==> src/rtl/fetch_unit_pkg.sv <==
// Shared fetch definitions: next-PC select codes, fetch FSM states, widths.
// Also imported by the main control FSM for the NPCOp encodings.
package fetch_unit_pkg;

    localparam int XLEN  = 32;
    localparam int OP_W  = 6;
    localparam int REG_W = 5;
    localparam int IMM_W = 16;

    localparam logic [XLEN-1:0] INSTR_NOP = 32'h0;

    typedef enum logic [1:0] {
        NPC_PLUS4  = 2'b00,
        NPC_BRANCH = 2'b01,
        NPC_JUMP   = 2'b10,
        NPC_JR     = 2'b11
    } npc_op_e;

    typedef enum logic {
        F_IDLE = 1'b0,
        F_REQ  = 1'b1
    } fetch_state_e;

endpackage

==> src/rtl/fetch_unit_npc_calc.sv <==
// Combinational next-PC selection; shared with future pipelined fetch variants.
module npc_calc
    import fetch_unit_pkg::*;
(
    input  logic [XLEN-1:0] pc,
    input  logic [XLEN-1:0] ir,
    input  logic [XLEN-1:0] rs_data,
    input  logic [1:0]      npc_op,
    output logic [XLEN-1:0] npc
);

    logic [XLEN-1:0] br_off;
    logic            unused_bits;

    // pc has already been advanced by 4 when a branch resolves
    assign br_off      = {{14{ir[15]}}, ir[15:0], 2'b00};
    assign unused_bits = ^{ir[31:26], rs_data[1:0]};

    always_comb begin
        npc = pc + 32'd4;
        unique case (npc_op_e'(npc_op))
            NPC_PLUS4:  npc = pc + 32'd4;
            NPC_BRANCH: npc = pc + br_off;
            NPC_JUMP:   npc = {pc[31:28], ir[25:0], 2'b00};
            NPC_JR:     npc = {rs_data[31:2], 2'b00};
            default:    npc = pc + 32'd4;
        endcase
    end

endmodule

==> src/rtl/fetch_unit.sv <==
// Fetch stage of the multicycle MIPS core: PC, IR, next-PC, imem handshake.
// Optional stall counter enabled by defining FETCH_STALL_CNT_EN.
module fetch_unit
    import fetch_unit_pkg::*;
#(
    parameter logic [31:0] PC_RESET       = 32'h0000_3000,
    parameter int          TIMEOUT_CYCLES = 16
) (
    input  logic              clk,
    input  logic              rst,
    input  logic              PCWr,
    input  logic              IRWr,
    input  logic [1:0]        NPCOp,
    input  logic [XLEN-1:0]   rs_data,
    input  logic [XLEN-1:0]   imem_rdata,
    input  logic              imem_ack,
    output logic              imem_req,
    output logic [XLEN-1:0]   imem_addr,
    output logic [XLEN-1:0]   pc,
    output logic [XLEN-1:0]   ir,
    output logic [OP_W-1:0]   op,
    output logic [OP_W-1:0]   funct,
    output logic [REG_W-1:0]  rs,
    output logic [REG_W-1:0]  rt,
    output logic [REG_W-1:0]  rd,
    output logic [IMM_W-1:0]  imm16,
    output logic              fetch_busy,
    output logic              fetch_fault,
    output logic [XLEN-1:0]   stall_count
);

    localparam logic [7:0] TMO_LAST = 8'(TIMEOUT_CYCLES - 1);

    fetch_state_e    state;
    fetch_state_e    state_n;
    logic [7:0]      timer;
    logic [XLEN-1:0] npc;
    logic            in_idle;
    logic            tmo;

    assign in_idle = (state == F_IDLE);
    // An ack in the last timer cycle wins over the timeout
    assign tmo     = (state == F_REQ) && !imem_ack && (timer == TMO_LAST);

    npc_calc u_npc (
        .pc      (pc),
        .ir      (ir),
        .rs_data (rs_data),
        .npc_op  (NPCOp),
        .npc     (npc)
    );

    always_ff @(posedge clk or posedge rst) begin
        if (rst) state <= F_IDLE;
        else     state <= state_n;
    end

    always_comb begin
        state_n = state;
        unique case (state)
            F_IDLE:  if (IRWr) state_n = F_REQ;
            F_REQ:   if (imem_ack || tmo) state_n = F_IDLE;
            default: state_n = F_IDLE;
        endcase
    end

    always_comb begin
        fetch_busy = (state == F_REQ);
        imem_req   = (state == F_REQ);
    end

    always_ff @(posedge clk or posedge rst) begin
        if (rst) begin
            pc          <= PC_RESET;
            ir          <= INSTR_NOP;
            imem_addr   <= '0;
            timer       <= '0;
            fetch_fault <= 1'b0;
        end else begin
            if (in_idle && PCWr)
                pc <= {npc[31:2], 2'b00};
            if (in_idle && IRWr) begin
                imem_addr <= pc;
                timer     <= '0;
            end else if (!in_idle) begin
                timer <= timer + 8'd1;
            end
            if (!in_idle) begin
                if (imem_ack) begin
                    ir <= imem_rdata;
                end else if (tmo) begin
                    ir          <= INSTR_NOP;
                    fetch_fault <= 1'b1;
                end
            end
        end
    end

`ifdef FETCH_STALL_CNT_EN
    logic [XLEN-1:0] stall_q;

    always_ff @(posedge clk or posedge rst) begin
        if (rst)
            stall_q <= '0;
        else if (fetch_busy && (stall_q != '1))
            stall_q <= stall_q + 32'd1;
    end

    assign stall_count = stall_q;
`else
    assign stall_count = '0;
`endif

    assign op    = ir[31:26];
    assign funct = ir[5:0];
    assign rs    = ir[25:21];
    assign rt    = ir[20:16];
    assign rd    = ir[15:11];
    assign imm16 = ir[15:0];

endmodule

==> config.mk <==
export PLATFORM = sky130hd
export DESIGN_NAME = fetch_unit
export DESIGN_NICKNAME = d
export VERILOG_FILES = /design/src/rtl/fetch_unit_pkg.sv /design/src/rtl/fetch_unit_npc_calc.sv /design/src/rtl/fetch_unit.sv
export SDC_FILE = /design/constraint.sdc
export NUM_CORES = 1
export LEC_CHECK = 0
export CAP_MARGIN = 30
export CELL_PAD_IN_SITES_DETAIL_PLACEMENT = 1
export CELL_PAD_IN_SITES_GLOBAL_PLACEMENT = 2
export CORE_MARGIN = 4
export CORE_UTILIZATION = 23
export CTS_CLUSTER_DIAMETER = 50
export DETAILED_ROUTE_END_ITERATION = 7
export MAX_ROUTING_LAYER = met4
export PLACE_DENSITY_LB_ADDON = 0.15
export SETUP_SLACK_MARGIN = 0.5
export SLEW_MARGIN = 10
export SYNTH_ARGS = -nofsm -noshare
export SYNTH_HDL_FRONTEND = slang
export SYNTH_SLANG_ARGS = --single-unit
==> constraint.sdc <==
create_clock -name clk -period 3.3 [get_ports clk]
set_input_delay 0.495 -clock clk [delete_from_list [all_inputs] [get_ports clk]]
set_output_delay 0.495 -clock clk [all_outputs]
set_load 0.005 [all_outputs]
==> flow_metrics.py <==
metrics = {
    "status": {
        "outcome": "finished clean",
    },
    "clock_network": {
        "numCtsBuffers": 9,
        "clock_sinks": 102,
        "ctsRootBufferMaster": "clkbuf_16",
        "cts_htree_levels": 3,
        "cts_tree": "built",
        "clk-insertion-delay-late_ps": 360,
        "path_clk_slew_ps": 80,
        "cts_hold_buf": 0,
        "clockBufferDepth": 2,
    },
    "yosys": {
        "async_flop_share_pct": 100,
        "synth_edf_count": 0,
        "avgSynthCellArea_um2": 8.85,
        "synth_top_family_by_area": "compound AO/OA/AOI/OAI gates",
        "synth_simple_gate_area_share_pct": 17.9,
        "synth_xor_area_share_pct": 1.85,
        "syn_area_mm2": 0.00662,
        "synth_seq_cells": 102,
        "synth_fa_ha_area_share_pct": 3.65,
        "synth_cell_type_count": 68,
        "synthCells": 748,
        "synth_warnings": 0,
        "muxShareOfSynthArea_pct": 5.48,
        "yosys_most_used_dff": "dfrtp_1",
        "synth_seq_area_share_pct": 38.6,
        "synth-compound-area-share_pct": 19.7,
    },
    "critical_path": {
        "path_common_cell": "buf_6",
        "cpPeakStageDelay_ps": 340,
        "end_kind": "flip-flop",
        "cp_max_fo": 6,
        "critical_path.cell_chain": "buf_6 > nor2b_4 > and2_4 > buf_6 > ha_4 > a211oi_2 > nor2_2 > o311ai_4 > a21oi_4 > nor2_4 > mux2i_2 > nor4_1 > a311o_1",
        "startpoint_type": "input port",
        "crit_slowest_cell": "o311ai_4",
        "cp.arrival_ps": 3060,
        "critPathRequiredTime_ps": 3550,
        "path_class": "in -> reg",
    },
    "run": {
        "maxCapViolCount": 0,
    },
    "finish": {
        "area_growth_pct": 49.4,
        "finalNonFillerCells": 1351,
        "final_common_cell": "clkdlybuf4s50_1",
        "mostFrequentLayoutCells": "clkdlybuf4s50_1 (204), nand2_1 (122), dfrtp_1 (98), buf_4 (86), o21ai_0 (46)",
        "drive_gt1_share_pct": 18.7,
        "num-nets-final": 1055,
        "fill_cells": 3295,
        "regArea_mm2": 0.00256,
        "multi_input_area_mm2": 0.00369,
    },
    "placement": {
        "gp_congestion": 0.820,
        "io_buffers": 206,
        "dp.cells": 1323,
        "dp_hpwl_mm": 20.3,
    },
    "global_route": {
        "grt_pass1_vias": 6591,
        "gr-total-overflow": 0,
        "grt_pass1_wl_mm": 40.3,
        "antenna_found_initial": 1,
        "grt_max_degree": 59,
        "track_usage_pct": 17.1,
    },
    "floorplanning": {
        "core_area_mm2": 0.0281,
        "start_util_pct": 23.6,
        "io-pin-count": 245,
        "die_x_um": 178,
        "die_area_mm2": 0.0316,
        "rows": 61,
        "die_y_um": 178,
    },
    "drt": {
        "met2_length_mm": 11.7,
        "vias": 6121,
        "drtIter0Drc": 249,
        "route.met3.wl_mm": 1.38,
        "top_layer": "met4",
        "firstDrtPassIters": 4,
        "wl_met1_mm": 12.8,
        "wirelength_mm": 26.3,
        "route.detailed.drc": 0,
        "vias_per_cell": 4.53,
        "ant_nets": 0,
        "wl_per_cell_um": 19.5,
    },
    "sta": {
        "rsz0062_at_grt": "true",
        "tightest_slew_ps": 740,
        "fmax_ghz": 0.356,
        "finalHoldViolations": 0,
        "skew_ps": 11.2,
        "period_minus_slack_ps": 2810,
        "tns_ps": 0,
        "finalSetupViolCount": 0,
        "whs_ps": 476,
        "slew_headroom_pct": 50.6,
        "drv_slew": 0,
        "fin_crit_sh_pct": 85.1,
    },
    "pwr": {
        "ir_drop_mv": 0.238,
        "leakagePower_nw": 4.26,
        "p_per_area_mw_per_mm2": 609,
    },
    "min_path": {
        "hold_class": "reg -> reg",
    },
}
-- cells in the mapped netlist (all sizes together), types with 12 or more instances --
cell	n	area, um^2
nand3	15	75.1
inv	15	56.3
a22o	36	315
a21oi	32	160
nand2	122	458
clkbuf	42	158
ha	16	200
o21ai	52	260
buf	84	632
mux2i	28	280
nor3	14	85.1
and2	19	121
dfrtp	100	2500
nor2	31	119
nand4	12	75.1
-- worst paths after layout --
path                               start             to  slack, ps  depth (start not counted)
max                             NPCOp[1]         pc[19]        490                         13
min                        imem_addr[15]  imem_addr[15]        480                          2
max reg2reg                        ir[0]         pc[28]        510                         12
min reg2reg                imem_addr[15]  imem_addr[15]        480                          2
max in group asynchronous            rst  imem_addr[23]       1940                          3
min in group asynchronous            rst         ir[27]        600                          2
-- metal layers --
metal / vias to the layer above / GRT usage [%]
met3: 20 / 3.20
met2: 172 / 25.1
met1: 2954 / 24.4
li1: 2975 / -
met4: 0 / 4.03
met5: - / -
-- flip-flops by register name, summed over array words and instances, names as in the netlist --
register,flops
ir,32
imem_addr,30
pc,30
timer,8
fetch_busy,1
fetch_fault,1
-- logic make-up (layout without fill, tap and decap cells) --
group           after synthesis  in the layout
compound gates              186            186
xor+xnor                     14             14
fa+ha+maj                    19             19
buf+inv                     141            330
flops                       102            102
mux                          35             35
other cells                   1             37
simple gates                250            250
-- worst max-delay path: cells and delay by family --
| family | cells | cell delay, ps |
|---|---|---|
| AOI/OAI and AO/OA | 4 | 990 |
| adders and majority gates | 1 | 190 |
| buffers and inverters | 2 | 190 |
| muxes | 1 | 300 |
| and+or+nand+nor | 5 | 860 |
-- power breakdown --
part | leakage (nW) | switching, mW | internal [mW]
clock network | 0.152 | 0.557 | 0.610
registers | 1.25 | 0.468 | 1.61
logic | 2.87 | 1.17 | 1.61
total | 4.26 | 2.19 | 3.83
-- final cells by class --
cell class,count,share of cell area [%]
flip-flops and latches,102,25.9
repair buffers,299,28.3
inverters,15,0.607
clock inverters,7,0.898
well taps,378,4.78
multi-input cells,540,37.3
clock buffers,9,2.28
diodes,1,0.0253
-- metrics by stage --
| step | utilization (%) | area (um^2) | setup WS (ps) | power, mW |
|---|---|---|---|---|
| 6_report | 35.2 | 9890 | 491 | 6.03 |
| 5_1_grt | 35.2 | 9890 | 385 | 6.49 |
| 3_3_place_gp | 33.2 | 9310 | -318 | 4.79 |
| 3_5_place_dp | 33.2 | 9310 | -381 | 4.83 |
| 4_1_cts | 34.6 | 9720 | 480 | 6.07 |
| 2_1_floorplan | - | 6950 | 236 | 3.28 |
-- what timing repair did --
item	in CTS	in global routing
endpoints found under the setup margin	21	16
resized for setup	18	23
buffers inserted	4	7
pin swaps	15	24
hold endpoints to repair	0	0
(Power assumes the default switching activity.)
